`src/rtl/mem_march_tester_if.sv`:
```
// Memory-side bus between the march tester (master) and the single-port sync RAM (slave).
// Ports: mem_addr, mem_wdata, mem_we toward the RAM; mem_rdata (registered, 1-cycle) back.
interface mem_march_tester_if #(
    parameter int DATA_WIDTH = 8,
    parameter int ADDR_WIDTH = 8
);
    logic [ADDR_WIDTH-1:0] mem_addr;
    logic [DATA_WIDTH-1:0] mem_wdata;
    logic                  mem_we;
    logic [DATA_WIDTH-1:0] mem_rdata;

    modport master (
        output mem_addr,
        output mem_wdata,
        output mem_we,
        input  mem_rdata
    );

    modport slave (
        input  mem_addr,
        input  mem_wdata,
        input  mem_we,
        output mem_rdata
    );
endinterface

```
`src/rtl/mem_march_tester.sv`:
```
// March C- style BIST controller for a single-port sync RAM with 1-cycle read latency.
// Ports: clk, rst (async, active-high), start, bg_pattern; bus (master modport: mem_addr,
// mem_wdata, mem_we out, mem_rdata in); status busy, done, pass, fail_valid, fail_addr,
// err_count. Optional macro MARCH_STOP_ON_FAIL_EN ends the run at the first mismatch.
module mem_march_tester #(
    parameter int DATA_WIDTH = 8,
    parameter int ADDR_WIDTH = 8,
    parameter int MEM_DEPTH  = 256,
    parameter int ERR_W      = 16
) (
    input  logic                   clk,
    input  logic                   rst,
    input  logic                   start,
    input  logic [DATA_WIDTH-1:0]  bg_pattern,
    mem_march_tester_if.master     bus,
    output logic                   busy,
    output logic                   done,
    output logic                   pass,
    output logic                   fail_valid,
    output logic [ADDR_WIDTH-1:0]  fail_addr,
    output logic [ERR_W-1:0]       err_count
);
    typedef enum logic [3:0] {
        IDLE, W0, E1_RD, E1_WR, E2_RD, E2_WR, E3_RD, E3_CHK, DONE
    } state_t;

    localparam logic [ADDR_WIDTH-1:0] LAST = ADDR_WIDTH'(MEM_DEPTH - 1);

    state_t                r_state, w_state_n;
    logic [ADDR_WIDTH-1:0] r_cnt, w_cnt_n;
    logic [DATA_WIDTH-1:0] r_p, w_p_n;
    logic [ERR_W-1:0]      r_err, w_err_n;
    logic                  r_fv, w_fv_n;
    logic [ADDR_WIDTH-1:0] r_fa, w_fa_n;

    logic                  w_we;
    logic                  w_cmp;
    logic [DATA_WIDTH-1:0] w_exp;
    logic                  w_mis;

    // Memory side decodes from registered state only.
    assign w_we = (r_state == W0) || (r_state == E1_WR) || (r_state == E2_WR);
    assign bus.mem_we    = w_we;
    assign bus.mem_addr  = r_cnt;
    assign bus.mem_wdata = (r_state == E1_WR) ? ~r_p : (w_we ? r_p : '0);

    // Read data for the address issued in the *_RD cycle arrives in the following cycle.
    assign w_cmp = (r_state == E1_WR) || (r_state == E2_WR) || (r_state == E3_CHK);
    assign w_exp = (r_state == E2_WR) ? ~r_p : r_p;
    assign w_mis = w_cmp && (bus.mem_rdata != w_exp);

    assign busy       = (r_state != IDLE) && (r_state != DONE);
    assign done       = (r_state == DONE);
    assign pass       = done && (r_err == '0);
    assign fail_valid = r_fv;
    assign fail_addr  = r_fa;
    assign err_count  = r_err;

    always_ff @(posedge clk or posedge rst) begin
        if (rst) begin
            r_state <= IDLE;
            r_cnt   <= '0;
            r_p     <= '0;
            r_err   <= '0;
            r_fv    <= 1'b0;
            r_fa    <= '0;
        end else begin
            r_state <= w_state_n;
            r_cnt   <= w_cnt_n;
            r_p     <= w_p_n;
            r_err   <= w_err_n;
            r_fv    <= w_fv_n;
            r_fa    <= w_fa_n;
        end
    end

    always_comb begin
        w_state_n = r_state;
        w_cnt_n   = r_cnt;
        w_p_n     = r_p;
        w_err_n   = r_err;
        w_fv_n    = r_fv;
        w_fa_n    = r_fa;

        if (w_mis) begin
            if (r_err != '1) w_err_n = r_err + 1'b1;
            if (!r_fv) begin
                w_fv_n = 1'b1;
                w_fa_n = r_cnt;
            end
        end

        unique case (r_state)
            IDLE, DONE: begin
                if (start) begin
                    w_state_n = W0;
                    w_cnt_n   = '0;
                    w_p_n     = bg_pattern;
                    w_err_n   = '0;
                    w_fv_n    = 1'b0;
                    w_fa_n    = '0;
                end
            end
            W0: begin
                if (r_cnt == LAST) begin
                    w_cnt_n   = '0;
                    w_state_n = E1_RD;
                end else begin
                    w_cnt_n = r_cnt + 1'b1;
                end
            end
            E1_RD: w_state_n = E1_WR;
            E1_WR: begin
                if (r_cnt == LAST) begin
                    w_cnt_n   = LAST;
                    w_state_n = E2_RD;
                end else begin
                    w_cnt_n   = r_cnt + 1'b1;
                    w_state_n = E1_RD;
                end
            end
            E2_RD: w_state_n = E2_WR;
            E2_WR: begin
                // Descending element stops at 0 rather than wrapping.
                if (r_cnt == '0) begin
                    w_state_n = E3_RD;
                end else begin
                    w_cnt_n   = r_cnt - 1'b1;
                    w_state_n = E2_RD;
                end
            end
            E3_RD: w_state_n = E3_CHK;
            E3_CHK: begin
                if (r_cnt == LAST) begin
                    w_state_n = DONE;
                end else begin
                    w_cnt_n   = r_cnt + 1'b1;
                    w_state_n = E3_RD;
                end
            end
            default: w_state_n = IDLE;
        endcase

`ifdef MARCH_STOP_ON_FAIL_EN
        if (w_mis) w_state_n = DONE;
`else
        // Full march always runs to completion.
`endif
    end
endmodule

```
`src/flat_wrapper.sv`:
```
// flat-port wrapper written by rule: the top's interface ports become plain ports
module mem_march_tester_flat 
#(
    parameter int DATA_WIDTH = 8,
    parameter int ADDR_WIDTH = 8,
    parameter int MEM_DEPTH  = 256,
    parameter int ERR_W      = 16
)
  (clk, rst, start, bg_pattern, busy, done, pass, fail_valid, fail_addr, err_count, bus_mem_addr, bus_mem_wdata, bus_mem_we, bus_mem_rdata);
  mem_march_tester_if #(.DATA_WIDTH(DATA_WIDTH), .ADDR_WIDTH(ADDR_WIDTH)) bus_i ();
  input  logic clk;
  input  logic rst;
  input  logic start;
  input  logic [DATA_WIDTH-1:0] bg_pattern;
  output logic busy;
  output logic done;
  output logic pass;
  output logic fail_valid;
  output logic [ADDR_WIDTH-1:0] fail_addr;
  output logic [ERR_W-1:0] err_count;
  output wire logic [$bits(bus_i.mem_addr)-1:0] bus_mem_addr;
  output wire logic [$bits(bus_i.mem_wdata)-1:0] bus_mem_wdata;
  output wire logic [$bits(bus_i.mem_we)-1:0] bus_mem_we;
  input wire logic [$bits(bus_i.mem_rdata)-1:0] bus_mem_rdata;
  assign bus_mem_addr = bus_i.mem_addr;
  assign bus_mem_wdata = bus_i.mem_wdata;
  assign bus_mem_we = bus_i.mem_we;
  assign bus_i.mem_rdata = bus_mem_rdata;
  mem_march_tester #(.DATA_WIDTH(DATA_WIDTH), .ADDR_WIDTH(ADDR_WIDTH), .MEM_DEPTH(MEM_DEPTH), .ERR_W(ERR_W)) u_core (.clk(clk), .rst(rst), .start(start), .bg_pattern(bg_pattern), .bus(bus_i), .busy(busy), .done(done), .pass(pass), .fail_valid(fail_valid), .fail_addr(fail_addr), .err_count(err_count));
endmodule
```
`config.mk`:
```
export PLATFORM = sky130hd
export DESIGN_NAME = mem_march_tester_flat
export DESIGN_NICKNAME = d
export VERILOG_FILES = /design/src/rtl/mem_march_tester_if.sv /design/src/rtl/mem_march_tester.sv /design/src/flat_wrapper.sv
export SDC_FILE = /design/constraint.sdc
export NUM_CORES = 1
export LEC_CHECK = 0
export CAP_MARGIN = 20
export CORE_MARGIN = 1.5
export CORE_UTILIZATION = 46
export CTS_BUF_LIST = sky130_fd_sc_hd__clkbuf_16
export DETAILED_ROUTE_END_ITERATION = 8
export GPL_ROUTABILITY_DRIVEN = 1
export GPL_TIMING_DRIVEN = 0
export PLACE_DENSITY = 0.76
export SYNTH_ARGS = -nofsm -noshare
export SYNTH_HDL_FRONTEND = slang
export SYNTH_SLANG_ARGS = --single-unit
```
`constraint.sdc`:
```
create_clock -name clk -period 1.8 [get_ports clk]
set_input_delay 0.36 -clock clk [delete_from_list [all_inputs] [get_ports clk]]
set_output_delay 0.36 -clock clk [all_outputs]
set_load 0.05 [all_outputs]
```
==> results.yml <==
critical_path:
  worst_path_dominant_cell_family: "simple AND/OR/NAND/NOR gates"
  setup.worst_path.start_class: "register"
  cp_cell_sequence: "or4_4, nor4_4, and4_4, buf_8"
  crit_path_max_fanout: 2
  worst-r2r-cell-count: 9
  critPathArrivalTime_ps: 1850
  critical_path.reg2reg.endpoint: "u_core.fail_valid"
  cpMaxStageDelayCell: "or4_4"
  cp.required_ps: 1440
  cp-end-kind: "primary output"
  regToRegStartpoint: "u_core.r_state[3]"
  setup.worst_path.class: "register to primary output"
  worst_path_largest_cell_delay_ps: 550
  reg2reg_slack_ps: -340
  crit_buf_inv: 1
logic_synthesis:
  yosys_most_used_dff: "dfrtp_1"
  yosys.area.top_type_share: 0.377
  synth.ff_latch_count: 45
  syn-mean-instance-area_sq_um: 8.04
  post_synth_most_frequent_cells: "nand2_1, dfrtp_1, a21oi_1, nor2_1, o21ai_0"
  mappedNetlistArea_sq_mm: 0.00299
  post-synth-top-count-cell: "nand2_1"
  synthesized_nets: 396
  postSynth.asyncResetShare: 1.00
  synth_enable_flop_cells: 0
  synth_largest_area_cell: "dfrtp_1"
  post_synth_main_area_contributors: "dfrtp_1, a21oi_1, nand2_1"
  postSynthCellCount: 372
  synth-seq-area-share: 0.377
  synthDistinctLibCells: 52
  synth.yosys.warnings: 0
cts:
  cts-htree-levels: 2
  cts_sinks: 45
  cts_tree: "built"
  worst_setup_hold_path_clk_slew_ps: 60
  ctsHoldBuffers: 0
  cts-root-buf: "clkbuf_16"
  number_of_cts_inserted_buffers: 5
  clk_path_buf_depth: 2
  clkLatencyLatePin_ps: 290
sta:
  number_of_endpoints_with_negative_hold_slack_in_the_final_report: 0
  timing_worst_slew_pin_value_ps: 531
  timing.max_slew.rel_slack: 0.646
  setup-violations-final: 48
  achievable-frequency_mhz: 452
  setup_repair_after_global_routing_missed_its_margin: "yes"
  layout_min_cycle_time_ps: 2210
  fraction_of_the_cycle_the_final_worst_path_needs: 1.23
  finalWorstSetupSlack_ps: -414
  timing_max_transition_violations_final: 0
  fin_worst_skew_ps: 4.60
die:
  core_sq_mm: 0.00631
  floorplan.die.height_microns: 83.6
  die_outline_area_sq_mm: 0.00699
  fp.dieW_microns: 83.6
  initial_utilization: 0.474
  std_cell_rows: 29
  design.portCount: 64
finish:
  antenna_cells: 0
  nNetsFinal: 533
  post_route_cells_drive_above_1_share: 0.506
  synthToLayoutAreaGrowth_pct: 77.8
  number_of_standard_cells_in_the_layout_taps_in_and_fillers_out: 587
detailed_routing:
  route.vias.total: 3886
  first_iter_violations: 461
  drt-total-wl_microns: 13700
  drt-vias-per-instance: 6.62
  routed_wire_length_per_instance_microns: 23.3
  route.antenna.remaining_nets: 0
  first_pass_iters: 5
  drc_errors: 0
placement:
  gp_congestion: 0.959
  pre_cts_ws_ps: -878
  portBuffers: 63
  dp_hpwl_microns: 6050
  number_of_placed_cells_counting_well_taps: 513
global_routing:
  grt_first_pass_wirelength_microns: 17900
  first_global_vias: 3466
  track_usage: 0.321
  gr-total-overflow: 0
  maximum_number_of_pins_on_one_net_before_global_route_repair: 38
  grt_antenna_before_repair: 0
power_and_ir_drop:
  switching_power_mw: 4.69
  power_frac_seq: 0.194
  worst_vdd_ir_v: 0.00135
  clock_power_share: 0.115
  pwr_density_cell_mw_per_mm2: 1720
  leakage_power_summed_over_all_cells_nw: 2.34
  power.internal_mw: 4.45
  p_sw_frac: 0.513
  share_comb_of_total_power: 0.691
outcome:
  failed_checks: "setup timing"
  status: "complete, but fails checks"
min_path:
  worstHoldPathType: "input pin to async pin"
job:
  timing.max_cap.violations: 0
stage by stage:
step | instance area, sq um | total power, mW | hold WS, ps | setup TNS [ps] | util
floorplan | 3080 | 4.48 | 465 | -2800 | -
global placement | 3810 | 5.61 | 514 | -52650 | 0.603
detailed placement | 3830 | 5.66 | 520 | -25600 | 0.606
CTS | 4790 | 7.82 | 317 | -5040 | 0.759
global route | 5320 | 9.44 | 353 | -12130 | 0.842
finish | 5320 | 9.14 | 312 | -9760 | 0.842
worst max path at each step:
stage | start | end | slack (ps) | depth (start not counted)
2_1_floorplan | u_core.r_state[1] | bus_mem_wdata[2] | -280 | 6
3_3_place_gp | u_core.err_count[10] | pass | -870 | 4
3_5_place_dp | u_core.err_count[10] | pass | -880 | 4
4_1_cts | u_core.err_count[10] | pass | -450 | 4
5_1_grt | u_core.r_state[3] | u_core.err_count[9] | -430 | 9
6_report | u_core.err_count[10] | pass | -410 | 4
state kept, by name, indices dropped and copies added, names as in the netlist:
| signal | flops |
|---|---|
| u_core.r_p | 8 |
| u_core.fail_addr | 8 |
| u_core.r_state | 4 |
| u_core.fail_valid | 1 |
| u_core.bus.mem_addr | 8 |
| u_core.err_count | 16 |
routing by layer:
metal,track usage,up-vias,wire (microns)
li1,-,1615,-
met5,0,-,0
met3,0.0643,101,1350
met1,0.413,1837,5130
met2,0.525,333,6350
met4,0.142,0,849
area by class of cell:
class / count / area (sq um)
multi-input combinational: 291 / 2390
timing repair buffer: 131 / 1220
sequential: 45 / 1150
fill: 333 / 996
buffer: 23 / 235
clock buffer: 5 / 125
tap: 77 / 96.3
inverter: 12 / 63.8
clock inverter: 3 / 37.5
power by group through the flow:
stage	Clock [mW]	Combinational [mW]	Sequential, mW
after floorplan	0	2.24	2.24
after global placement	0	3.95	1.66
after detailed placement	0	3.99	1.68
after CTS	1.04	5.11	1.67
after global routing	1.08	6.55	1.80
final	1.05	6.32	1.77
timing repair:
item / in CTS / in global routing
resized for setup: 248 / 110
pin swaps: 55 / 41
setup buffers: 39 / 29
gates cloned: 4 / 1
setup endpoints to repair: 77 / 55
cell usage in the layout, fill, tap and decap left out, types with 7 or more instances in the layout:
master | synthesis | layout
a21oi_2 | 0 | 16
dfrtp_2 | 0 | 19
buf_6 | 4 | 28
a21oi_1 | 39 | 21
o21ai_2 | 0 | 17
nor2_2 | 0 | 8
dlygate4sd2_1 | 0 | 35
nand2_1 | 52 | 45
nor2_1 | 32 | 15
nand3_1 | 24 | 18
nor2_4 | 0 | 9
buf_4 | 1 | 55
dfrtp_1 | 45 | 26
o21ai_1 | 1 | 7
clkdlybuf4s50_1 | 0 | 11
o21ai_0 | 32 | 7
cells by family (layout without fill, tap and decap cells):
kind of cell,count (synthesis),count (layout),share of synthesized area
multiplexers,5,5,0.0167
flip-flops,45,45,0.377
buffers and inverters,36,174,0.0607
XOR/XNOR,10,10,0.0293
adder cells (fa/ha/maj),5,5,0.0209
AO/OA/AOI/OAI,100,100,0.191
AND/OR/NAND/NOR,171,171,0.305
Power figures use the tool's default switching activity.
==> variant 1: new RTL, same settings <==
`ERR_W` is set to 16 in 2 places; all go to 24.
--- a/src/rtl/mem_march_tester.sv
+++ b/src/rtl/mem_march_tester.sv
@@ -7,5 +7,5 @@
     parameter int ADDR_WIDTH = 8,
     parameter int MEM_DEPTH  = 256,
-    parameter int ERR_W      = 16
+    parameter int ERR_W      = 24
 ) (
     input  logic                   clk,
--- a/src/flat_wrapper.sv
+++ b/src/flat_wrapper.sv
@@ -5,5 +5,5 @@
     parameter int ADDR_WIDTH = 8,
     parameter int MEM_DEPTH  = 256,
-    parameter int ERR_W      = 16
+    parameter int ERR_W      = 24
 )
   (clk, rst, start, bg_pattern, busy, done, pass, fail_valid, fail_addr, err_count, bus_mem_addr, bus_mem_wdata, bus_mem_we, bus_mem_rdata);
Ports: changed (resized err_count); port bits go from 64 to 72. No check against the original RTL was run, so the function may have changed too.
==> variant 1 against the original RTL <==
- the run still ends with setup timing left
- worst setup slack got worse by 0.047 ns
- utilization increased by 0.36 points
- routed wire length increased by 12%
- final area increased by 18%
- power decreased by 6.5%
- clock skew increased by 0.0023 ns
- area after synthesis increased by 20%
- sequential cell count increased by 8
==> variant 1: results <==
set metrics [dict create \
    switching_share_pct 48.41 \
    diodes 0 \
    grt_first_pass_wirelength_um 21200 \
    cp_max_fo 6 \
    cp.arrival_ns 2.47 \
    drt-initial-drc-count 359 \
    avgRoutedWirePerCell_um 22.24 \
    max_stage_delay_ns 0.48 \
    synth_cell_types 60 \
    fin_skew_ns 0.006945 \
    hpwlAfterDp_um 7744 \
    leakage_nw 2.745 \
    grt_max_degree 36 \
    synth_compound_area_share_pct 17.13 \
    met2_usage_pct 55.78 \
    port_buffers 71 \
    setup_viol 53 \
    critPathTopFamily "simple AND/OR/NAND/NOR gates" \
    clock_latency_ns 0.30 \
    ir_drop_mv 1.329 \
    drive_gt1_share_pct 48.56 \
    ctsHtreeMaxLevel 2 \
    path_clk_slew_ns 0.07 \
    combPwrFrac_pct 63.2 \
    setup_tns_ns -14.12 \
    met3_usage_pct 3.769 \
    muxShareOfSynthArea_pct 4.510 \
    synthesis.nets 452 \
    synth_commonest_cells "nand2_1 (56), dfrtp_1 (53), nor2_1 (32), a21oi_1 (31), o21ai_0 (29)" \
    outcome "finished, violations left" \
    nNetsFinal 614 \
    synth_fa_ha_area_share_pct 1.748 \
    placed_cell_area_mm2 0.004721 \
    synthTopCellsByArea "dfrtp_1 (37%), nand2_1 (5.9%), a21oi_1 (4.3%), o21ai_0 (4.1%), nor2_1 (3.4%)" \
    hold_class "input pin to asynchronous set/reset pin" \
    ys_seq_area_share_pct 37.06 \
    viasPerCell 6.538 \
    place.gp.congestion 0.9199 \
    pre_cts_ws_ns -0.8047 \
    reg2reg_slack_ns -0.46 \
    r2r_cells 6 \
    setup_slack_ns -0.4617 \
    grt_pass1_vias 4144 \
    critPathKind "register to register" \
    critPathLaunch "u_core.err_count[5]" \
    grtUsageMet1_pct 39.52 \
    rr_endpoint "u_core.err_count[18]" \
    intPower_mw 4.406 \
    synth_xor_area_share_pct 2.937 \
    slew_headroom_pct 62.44 \
    antenna_found_initial 0 \
    cts_tree "yes" \
    violations "setup timing" \
    grt_usage_pct 32.08 \
    largest_reg_flops 24 \
    pg_clk_mw 1.10 \
]
-- variant 1: routing by layer --
layer  vias up  wire, um
li1       1903         -
met1      2161      5600
met2       343      7439
met3       104      1322
met4         0       981
met5         -         0
-- variant 1: repair_timing --
item,4_1_cts,5_1_grt
cloned,4,3
endpoints found under the hold margin,0,0
pin swaps,37,33
endpoints found under the setup margin,104,65
resized for setup,245,86
setup buffers,53,31
-- variant 1: layout make-up --
type	instances	area, um^2
sequential	53	1365
clock inverter	3	37.54
inverter	8	42.54
multi-input combinational	338	2781
tap	99	123.9
fill	362	1142
timing repair buffer	162	1516
clock buffer	5	125.1
buffer	22	274.0
-- variant 1: metrics by stage --
step	hold WS [ns]	instances
floorplan	0.4491	428
global placement	0.5197	598
detailed placement	0.5247	599
CTS	0.4276	662
global route	0.4590	690
finish	0.4134	690
==> variant 2: new RTL, same flow settings <==
Made on the original files. Add an input register stage for `start` and `bg_pattern`, without a reset; this delays them by one clock. The other inputs are not delayed to match.
--- a/src/rtl/mem_march_tester.sv
+++ b/src/rtl/mem_march_tester.sv
@@ -26,4 +26,12 @@
 
     localparam logic [ADDR_WIDTH-1:0] LAST = ADDR_WIDTH'(MEM_DEPTH - 1);
+
+    logic start_q;
+    logic [DATA_WIDTH-1:0] bg_pattern_q;
+
+    always_ff @(posedge clk) begin
+        start_q      <= start;
+        bg_pattern_q <= bg_pattern;
+    end
 
     state_t                r_state, w_state_n;
@@ -93,8 +101,8 @@
         unique case (r_state)
             IDLE, DONE: begin
-                if (start) begin
+                if (start_q) begin
                     w_state_n = W0;
                     w_cnt_n   = '0;
-                    w_p_n     = bg_pattern;
+                    w_p_n     = bg_pattern_q;
                     w_err_n   = '0;
                     w_fv_n    = 1'b0;
Check against the original RTL: not equivalent (a bounded check fails within 4 cycles, from zero or initial values and one cycle with rst high).
==> variant 2 against the original RTL <==
- routed wire length up 0.18%
- first-iteration DRC count down 7.4%
- synthesized cell count down 4.3%
- via count down 1.7%
- count of clock-buffer cells in the layout unchanged
- area after synthesis up 5.7%
- final area up 4.5%
- utilization down 1.5 points
- largest cell class unchanged
- power down 15%
- critical path depth up 2
- sequential cell count up 9
- worst setup slack worse by 0.087 ns
- the flow still finishes with violations (setup timing)
==> variant 2: results <==
set metrics [dict create \
    drt-initial-drc-count 427 \
    synth_cell_types 63 \
    cts_resized 212 \
    max_stage_delay_ns 0.48 \
    nNetsFinal 510 \
    outcome "finished, violations left" \
    drive_gt1_share_pct 49.90 \
    setup_slack_ns -0.5015 \
    cp_max_fo 5 \
    violations "setup timing" \
    grt_usage_pct 29.35 \
    setup_tns_ns -13.01 \
    nFillCells 348 \
    whs_ns 0.3400 \
    synth_fa_ha_area_share_pct 1.979 \
    fin_skew_ns 0.004120 \
    ir_drop_mv 1.065 \
    rr_endpoint "u_core.err_count[15]" \
    routed_wl_um 13700 \
    switching_share_pct 46.79 \
    r2r_cells 6 \
    grt_pass1_vias 3368 \
    cp.arrival_ns 2.53 \
    place.gp.congestion 0.8852 \
    clkPwrFrac_pct 12.7 \
    met2_usage_pct 47.46 \
    async_flop_share_pct 83.33 \
    timing.rr.start "u_core.err_count[0]" \
    avgRoutedWirePerCell_um 24.17 \
    place_inst 500 \
    critPathSlowestCell "nor4_1" \
    vias 3819 \
    grt_first_pass_wirelength_um 17020 \
    grt_max_degree 36 \
    setup_viol 53 \
    post_cts_buffers 33 \
    pre_cts_ws_ns -0.8187 \
    slew_headroom_pct 53.10 \
    leakage_nw 2.307 \
    grtUsageMet1_pct 38.70 \
]
## variant 2: cell count changes after synthesis, sizes merged, moves of 5 or more
cell / delta
a21oi: -20
and3: -5
dfxtp: +9
mux2: +8
nand2: -12
nor2: -13
nor4: +5
o2111ai: +6
## variant 2: per-layer routing
| metal | up-vias | wire [um] |
|---|---|---|
| met2 | 327 | 6697 |
| met5 | - | 0 |
| met4 | 0 | 627 |
| met1 | 1852 | 5183 |
| li1 | 1569 | - |
| met3 | 71 | 1193 |
## variant 2: area by class of cell
| class | instances | area, um^2 | area share (%) |
|---|---|---|---|
| Inverter | 10 | 42.54 | 0.7656 |
| Timing Repair Buffer | 127 | 1287 | 23.17 |
| Clock buffer | 5 | 125.1 | 2.252 |
| Tap cell | 80 | 100.1 | 1.801 |
| Sequential cell | 54 | 1333 | 23.98 |
| Clock inverter | 3 | 17.52 | 0.3152 |
| Buffer | 19 | 202.7 | 3.648 |
| Multi-Input combinational cell | 269 | 2449 | 44.07 |
